**src/rtl/ea_pkg.sv**
```systemverilog
// Shared definitions for the ISA I/O write capture block: the decoded
// register addresses, the command target and FSM state encodings, and a
// helper that classifies one host write.
package ea_pkg;

  // Host I/O addresses of the two 16-bit registers, written low byte first
  localparam logic [15:0] ADDR_CTL_LO = 16'h7CA6;
  localparam logic [15:0] ADDR_CTL_HI = 16'h7CA7;
  localparam logic [15:0] ADDR_CHN_LO = 16'h7C94;
  localparam logic [15:0] ADDR_CHN_HI = 16'h7C95;

  // Which register a byte pair is assembling
  typedef enum logic {
    TGT_CTL = 1'b0,
    TGT_CHN = 1'b1
  } target_e;

  // Sequencer states
  typedef enum logic [1:0] {
    IDLE    = 2'd0,
    WAIT_HI = 2'd1,
    STROBE  = 2'd2
  } state_e;

  // One classified host write; valid is clear for ignored cycles
  typedef struct packed {
    logic       valid;
    logic       is_hi;
    target_e    tgt;
    logic [7:0] data;
  } capture_t;

  // Classify a host write; hit qualifies the write as a real I/O capture
  function automatic capture_t decode_capture(input logic        hit,
                                              input logic [15:0] addr,
                                              input logic [7:0]  data);
    capture_t c;
    c.valid = 1'b0;
    c.is_hi = 1'b0;
    c.tgt   = TGT_CTL;
    c.data  = data;
    case (addr)
      ADDR_CTL_LO: begin
        c.valid = hit;
      end
      ADDR_CTL_HI: begin
        c.valid = hit;
        c.is_hi = 1'b1;
      end
      ADDR_CHN_LO: begin
        c.valid = hit;
        c.tgt   = TGT_CHN;
      end
      ADDR_CHN_HI: begin
        c.valid = hit;
        c.is_hi = 1'b1;
        c.tgt   = TGT_CHN;
      end
      default: begin
        c.valid = 1'b0;
      end
    endcase
    return c;
  endfunction

endpackage

```
**src/rtl/ea_sync.sv**
```systemverilog
// Multi-flop synchronizer for an asynchronous active-low strobe. Flops reset
// to 1 so the strobe reads inactive while and right after reset.
module ea_sync #(
  parameter int DEPTH = 2
) (
  input  logic clk,
  input  logic reset_n,
  input  logic async_in,
  output logic sync_out
);

  // Fewer than two flops gives no metastability protection, so clamp
  localparam int STAGES = (DEPTH < 2) ? 2 : DEPTH;

  logic [STAGES-1:0] sync_ff;

  // Shift the raw input through the chain; the last flop is the safe copy
  always_ff @(posedge clk or negedge reset_n) begin
    if (!reset_n) begin
      sync_ff <= '1;
    end else begin
      sync_ff <= {sync_ff[STAGES-2:0], async_in};
    end
  end

  assign sync_out = sync_ff[STAGES-1];

endmodule

```
**src/rtl/ea_iowr_capture.sv**
```systemverilog
// Captures pairs of 8-bit ISA host writes (low byte, then high byte) into a
// 16-bit command word and announces each completed word with a one-cycle
// strobe for the control or channel-enable register. Out-of-order bytes and
// a missing high byte are reported on seq_err.
module ea_iowr_capture
  import ea_pkg::*;
#(
  parameter int TIMEOUT_CYC = 255,
  parameter int SYNC_STAGES = 2
) (
  input  logic        clk,
  input  logic        reset_n,
  input  logic [15:0] isa_addr,
  input  logic [7:0]  isa_data,
  input  logic        isa_iow_n,
  input  logic        isa_aen,
  output logic [15:0] cmd,
  output logic        addr7CA6,
  output logic        addr7C94,
  output logic        seq_err
);

  // The timer holds the cycles already spent waiting; a high byte may arrive
  // up to TIMEOUT_CYC cycles after its low byte, so the wait gives up in the
  // cycle where the count would pass TIMEOUT_CYC-1 without a high byte.
  localparam int TIMER_W        = (TIMEOUT_CYC < 1) ? 1 : $clog2(TIMEOUT_CYC + 1);
  localparam int TIMER_LAST_INT = (TIMEOUT_CYC < 1) ? 0 : TIMEOUT_CYC - 1;
  localparam logic [TIMER_W-1:0] TIMER_LAST = TIMER_W'(TIMER_LAST_INT);

  logic               iow_sync;
  logic               iow_prev;
  logic               capture_hit;
  capture_t           cap_now;
  capture_t           defer_q;
  capture_t           proc;
  state_e             state;
  target_e            tgt_q;
  logic [7:0]         lo_reg;
  logic [TIMER_W-1:0] timer;

  ea_sync #(
    .DEPTH (SYNC_STAGES)
  ) u_sync (
    .clk      (clk),
    .reset_n  (reset_n),
    .async_in (isa_iow_n),
    .sync_out (iow_sync)
  );

  // Remember the previous synchronized level to find the falling edge
  always_ff @(posedge clk or negedge reset_n) begin
    if (!reset_n) begin
      iow_prev <= 1'b1;
    end else begin
      iow_prev <= iow_sync;
    end
  end

  // A capture is a synchronized 1->0 edge of the strobe outside DMA cycles;
  // address and data are taken in that same cycle.
  assign capture_hit = iow_prev & ~iow_sync & ~isa_aen;
  assign cap_now     = decode_capture(capture_hit, isa_addr, isa_data);

  // A capture parked during STROBE is replayed in the following IDLE cycle.
  // The synchronizer needs a high cycle between edges, so a fresh capture
  // can never collide with the replayed one.
  assign proc = defer_q.valid ? defer_q : cap_now;

  // Byte-pair sequencer with registered strobe and error outputs
  always_ff @(posedge clk or negedge reset_n) begin
    if (!reset_n) begin
      state    <= IDLE;
      tgt_q    <= TGT_CTL;
      lo_reg   <= 8'h00;
      timer    <= '0;
      cmd      <= 16'h0000;
      addr7CA6 <= 1'b0;
      addr7C94 <= 1'b0;
      seq_err  <= 1'b0;
      defer_q  <= '0;
    end else begin
      addr7CA6      <= 1'b0;
      addr7C94      <= 1'b0;
      seq_err       <= 1'b0;
      defer_q.valid <= 1'b0;
      case (state)
        IDLE: begin
          if (proc.valid) begin
            if (proc.is_hi) begin
              seq_err <= 1'b1;
            end else begin
              lo_reg <= proc.data;
              tgt_q  <= proc.tgt;
              timer  <= '0;
              state  <= WAIT_HI;
            end
          end
        end
        WAIT_HI: begin
          if (proc.valid) begin
            if (!proc.is_hi) begin
              lo_reg <= proc.data;
              tgt_q  <= proc.tgt;
              timer  <= '0;
            end else if (proc.tgt == tgt_q) begin
              cmd   <= {proc.data, lo_reg};
              state <= STROBE;
              if (tgt_q == TGT_CTL) begin
                addr7CA6 <= 1'b1;
              end else begin
                addr7C94 <= 1'b1;
              end
            end else begin
              seq_err <= 1'b1;
              lo_reg  <= 8'h00;
              state   <= IDLE;
            end
          end else if (timer == TIMER_LAST) begin
            seq_err <= 1'b1;
            lo_reg  <= 8'h00;
            state   <= IDLE;
          end else begin
            timer <= timer + TIMER_W'(1);
          end
        end
        STROBE: begin
          defer_q <= cap_now;
          state   <= IDLE;
        end
        default: begin
          state <= IDLE;
        end
      endcase
    end
  end

endmodule

```
**config.mk**
```make
export PLATFORM = sky130hd
export DESIGN_NAME = ea_iowr_capture
export DESIGN_NICKNAME = d
export VERILOG_FILES = /design/src/rtl/ea_pkg.sv /design/src/rtl/ea_sync.sv /design/src/rtl/ea_iowr_capture.sv
export SDC_FILE = /design/constraint.sdc
export NUM_CORES = 1
export LEC_CHECK = 0
export ABC_AREA = 0
export BUFFER_PORTS_ARGS = -buffer_cell sky130_fd_sc_hd__clkbuf_2
export CAP_MARGIN = 40
export CORE_MARGIN = 4
export CORE_UTILIZATION = 54
export CTS_CLUSTER_DIAMETER = 30
export CTS_CLUSTER_SIZE = 8
export DETAILED_ROUTE_END_ITERATION = 6
export PLACE_DENSITY = 0.86
export SLEW_MARGIN = 20
export SYNTH_ARGS = -nofsm -noshare
export SYNTH_HDL_FRONTEND = slang
export SYNTH_SLANG_ARGS = --single-unit
```
**constraint.sdc**
```tcl
create_clock -name clk -period 2.89 [get_ports clk]
set_input_delay 0.7225 -clock clk [delete_from_list [all_inputs] [get_ports clk]]
set_output_delay 0.7225 -clock clk [all_outputs]
set_load 0.1 [all_outputs]
```
* After elaboration in Yosys (flattened, before gate mapping)
Index checks and enable logic that the tools add are counted.
** Storage, ports and cells
- Logic and storage cells :: 86
- Output and inout bits :: 19
- Flip-flop bits (word level) :: 52
- Input bits :: 28
** Operators by class
- $add $sub $neg :: 1
- Reductions and logical operators :: 11
- Bitwise logic cells :: 5
- Mux-type cells :: 41
- Equality and inequality tests :: 14
** Operators by type and width (count)
- $mux 8 :: 10
- $eq 16x15->1 const B :: 4
- $pmux 8 s2 :: 2
- $mux 11 :: 2
- $mux 1 :: 19
- $mux 2 :: 6
- $ne 3x3->1 const B :: 3
- $add 8x1->8 const B :: 1
- $eq 8x8->1 const B :: 1
- $reduce_and 4->1 :: 2
- $reduce_and 3->1 :: 2
- $reduce_or 2->1 :: 3
- $reduce_and 5->1 :: 1
- $ne 2x2->1 const B :: 2
- $ne 4x4->1 const B :: 1
- $pmux 2 s2 :: 1
- $reduce_or 4->1 :: 1
- $not 1->1 :: 3
- $and 1x1->1 :: 2
- $eq 2x1->1 const B :: 1
- $eq 2x2->1 const B :: 1
- $logic_not 2->1 :: 1
- $pmux 1 s2 :: 1
- $reduce_bool 2->1 :: 1
- $eq 1x1->1 :: 1

* Logic depth before layout (Yosys ltp)
- Word-level depth :: 10
- Depth in mapped cells :: 10
- Depth with buffers taken out :: 9

* Hierarchy
A second synthesis with hierarchy kept.
** Second synthesis, totals
- Cells, all modules :: 218
- Area, all modules :: 2489.9 sq um
** By module, submodules not included
- ea_iowr_capture :: area each 2437.3 sq um, sequential area each 1252.5 sq um, times used 1, cells each 216
- ea_sync :: area each 52.6 sq um, sequential area each 52.6 sq um, times used 1, cells each 2

* Worst setup path after synthesis
Ideal clock, no wire load.
- Path type :: input -> register
- From :: in isa_addr[3]
- To :: reg cmd[12]
- Data required time :: 2.807 ns
- Setup slack :: 0.105 ns
- Buffers on the path :: 1
- Data arrival time :: 2.702 ns
- Library setup time :: 0.083 ns
- Cell stages on the path :: 9
- Path through :: and4bb_2 > nand4_1 > o21ai_0 > inv_1 > ha_1 > nor2_1 > clkbuf_1 > a21oi_1 > a31oi_1
** RTL lines
- start: declaration :: line ea_iowr_capture.sv:13 : input logic [15:0] isa_addr,
- end signal: assignment :: line ea_iowr_capture.sv:106 : cmd <= {proc.data, lo_reg};
- end: declaration :: line ea_iowr_capture.sv:17 : output logic [15:0] cmd,

==> impl_metrics.env <==
export IMPL_synth_seq_cells=52
export IMPL_drv_slew=0
export IMPL_syn_num_nets=246
export IMPL_comb_power_share_pct=8.8
export IMPL_end_kind="register"
export IMPL_total_power_mw=1.277
export IMPL_ctsResizeCount=0
export IMPL_htree_levels=2
export IMPL_worst_slew_pin_slew_ps=631.8
export IMPL_nets=298
export IMPL_grt_max_degree=53
export IMPL_synth_cell_types=44
export IMPL_max_freq_mhz=388.4
export IMPL_path_buf_inv=2
export IMPL_rows=24
export IMPL_place_hpwl_um=3421
export IMPL_asyncSetResetFlopFracSynth_pct=100.0
export IMPL_hold_class="reg -> reg"
export IMPL_cts_buffer_depth=2
export IMPL_outcome="completed"
export IMPL_internal_power_mw=0.9477
export IMPL_cp_slowest_stage_delay_ps=360
export IMPL_slowest_stage="o31a_1"
export IMPL_grt_use_met3_pct=4.406
export IMPL_die_area_um2=5637
export IMPL_worstPathCellList="clkbuf_2, and4bb_2, nand4_1, o21ai_0, inv_1, ha_1, a21oi_1, a311oi_1, o31a_1, o22ai_1"
export IMPL_core_area_um2=4354
export IMPL_die_y_um=75.08
export IMPL_largest_register="cmd"
export IMPL_hold_viol=0
export IMPL_holdBufCountCts=0
export IMPL_grt_overflow_total=0
export IMPL_setup_viol=0
export IMPL_crit_arrival_ps=2750
export IMPL_path_class="in -> reg"
export IMPL_io_buffers=46
export IMPL_clock_power_share_pct=32.5
export IMPL_switching_share_pct=25.76
export IMPL_gp_congestion=0.8003
export IMPL_area_delta_synth_final_pct=16.32
export IMPL_post_cts_buffers=0
export IMPL_fp_dieW_um=75.08
export IMPL_worst_path_stages=10
export IMPL_largest_registers="cmd: 16 flops, defer_q: 11 flops"
export IMPL_synth_main_ff_cell="dfrtp_1"
export IMPL_rsz0062_at_grt="no"
export IMPL_power_leakage_nw=1.363
export IMPL_cts_tree="yes"
export IMPL_rr_endpoint="lo_reg[6]"
export IMPL_grt_antenna_before_repair=0
export IMPL_grt_usage_pct=18.19
export IMPL_post_route_min_period_ps=2575
export IMPL_final_setup_skew_ps=9.585
export IMPL_syn_area_um2=2430
export IMPL_yosys_warnings=0
export IMPL_slew_headroom_pct=57.88
export IMPL_ios=47
export IMPL_critPathMaxFanout=8
export IMPL_via_count=1815
export IMPL_first_pass_iters=5
export IMPL_r2r_setup_slack_ps=830
export IMPL_cts_buffers=5
export IMPL_setup_worst_path_start_class="input pin"
export IMPL_fin_crit_sh_pct=89.10
export IMPL_postRouteAntennaNets=0
export IMPL_drc=0
export IMPL_avgSynthCellArea_um2=11.35
export IMPL_root_buffer="clkbuf_8"
export IMPL_final_layout_size_suffix_gt1_share_pct=32.96
export IMPL_post_drt_wl_per_cell_um=14.59
export IMPL_cts_sinks=52
export IMPL_top_usage_layer="met1"
export IMPL_fin_setup_tns_ps=0
export IMPL_required_ps=3070
export IMPL_ir_drop_mv=0.3909
export IMPL_p_per_area_nw_per_um2=451.7
export IMPL_grt_use_met2_pct=26.21
export IMPL_routed_wl_um=4653
export IMPL_syn_inst=214
export IMPL_clk_pin_slew_ps=90
export IMPL_seq_power_share_pct=58.7
export IMPL_synth_edf_count=0
export IMPL_largest_reg_flops=16
export IMPL_cp_endpoint="lo_reg[6]"
export IMPL_cp_startpoint="isa_addr[3]"
export IMPL_use_met1_pct=26.43
export IMPL_cp_top_family="compound AO/OA/AOI/OAI gates"
export IMPL_grt_pass1_vias=1719
export IMPL_r2r_start="defer_q[10]"
export IMPL_clock_latency_ps=310
export IMPL_vias_per_cell=5.690
export IMPL_grt_pass1_wl_um=7803
export IMPL_diodes=0
export IMPL_cap_violations=0
export IMPL_initial_core_util_pct=55.80
export IMPL_dr_first_iter_drc_count=154
export IMPL_ys_seq_area_share_pct=53.71
export IMPL_power_switching_mw=0.3289
export IMPL_rr_worst_depth=7
[cell usage after synthesis, types with 2 or more instances]
| library cell | instances | area, um2 |
|---|---|---|
| nor2_1 | 10 | 37.54 |
| inv_1 | 23 | 86.33 |
| and4bb_2 | 2 | 25.02 |
| clkbuf_1 | 2 | 7.510 |
| mux2_2 | 16 | 180.2 |
| dfstp_2 | 3 | 78.83 |
| nor4_1 | 3 | 18.77 |
| nand3_1 | 4 | 20.02 |
| and2_1 | 3 | 18.77 |
| nand2b_1 | 2 | 12.51 |
| a31oi_1 | 9 | 56.30 |
| mux2i_1 | 10 | 100.1 |
| o211ai_1 | 3 | 22.52 |
| o22ai_1 | 10 | 62.56 |
| ha_1 | 4 | 50.05 |
| dfrtp_1 | 49 | 1226 |
| o21ai_0 | 11 | 55.05 |
| nor3_1 | 7 | 35.03 |
| nand2_1 | 7 | 26.28 |
| a21oi_1 | 9 | 45.04 |
| buf_1 | 2 | 7.510 |
| nand4_1 | 3 | 18.77 |
[worst min path at each step]
stage	start	to	slack, ps	cells past startpoint
6_report	u_sync.sync_ff[0]	u_sync.sync_ff[1]	360	0
5_1_grt	u_sync.sync_ff[0]	u_sync.sync_ff[1]	370	0
4_1_cts	u_sync.sync_ff[0]	u_sync.sync_ff[1]	370	0
3_5_place_dp	u_sync.sync_ff[0]	u_sync.sync_ff[1]	350	0
3_3_place_gp	u_sync.sync_ff[0]	u_sync.sync_ff[1]	350	0
2_1_floorplan	u_sync.sync_ff[0]	u_sync.sync_ff[1]	350	0
[cell type report]
cell class	instances	area, um2
tap	52	65.06
fill	325	1528
sequential	52	1305
clock inverter	3	22.52
multi-input combinational	133	1011
clock buffer	5	68.82
inverter	23	86.33
timing repair buffer	51	267.8
[kinds of logic after synthesis]
| family | Yosys count | synth area share (%) |
|---|---|---|
| XOR/XNOR | 1 | 0.3605 |
| adder cells (fa/ha/maj) | 4 | 2.060 |
| AO/OA/AOI/OAI | 53 | 15.71 |
| AND/OR/NAND/NOR | 49 | 11.95 |
| flip-flops | 52 | 53.71 |
| buffers and inverters | 29 | 4.686 |
| multiplexers | 26 | 11.53 |
[routing by layer]
metal / wire length, um / vias to the layer above / share of wire [%]
met5: 0 / - / 0
met4: 64 / 0 / 1.4
met3: 366 / 9 / 7.9
met2: 2165 / 71 / 47
met1: 2056 / 855 / 44
li1: - / 880 / -
[layout by cell type (no fill, tap or decap), drive strengths merged, types with 2 or more instances in the layout]
cell type,count
nor2,10
mux2i,10
nor4,3
nand4,3
nand2b,2
dfrtp,49
nand2,8
a31oi,10
clkbuf,51
buf,5
and2,3
nor3,7
inv,24
dfstp,3
clkinv,2
o22ai,10
a21oi,9
o21ai,11
o211ai,4
and4bb,2
nand3,5
ha,4
mux2,16
[power by group through the flow]
stage          Combinational [mW]  Sequential (mW)  Clock [mW]
3_5_place_dp                0.113            0.764           0
5_1_grt                     0.122            0.751       0.459
4_1_cts                     0.113            0.750       0.427
3_3_place_gp                0.111            0.763           0
2_1_floorplan              0.0232            0.805           0
6_report                    0.112            0.750       0.415
[through the flow]
step                      std cells  hold WS, ps  utilization (%)  cell area (um2)  worst slack (ps)
final                           319        362.4            64.91             2826             315.0
after global routing            319        369.4            64.91             2826             79.53
after CTS                       319        366.5            64.91             2826             335.7
after detailed placement        311        353.3            62.82             2735             28.10
after global placement          311        346.8            62.82             2735             98.88
after floorplan                 214        345.2                -             2430             105.2
Note: power is estimated with default switching activity, not from simulation.
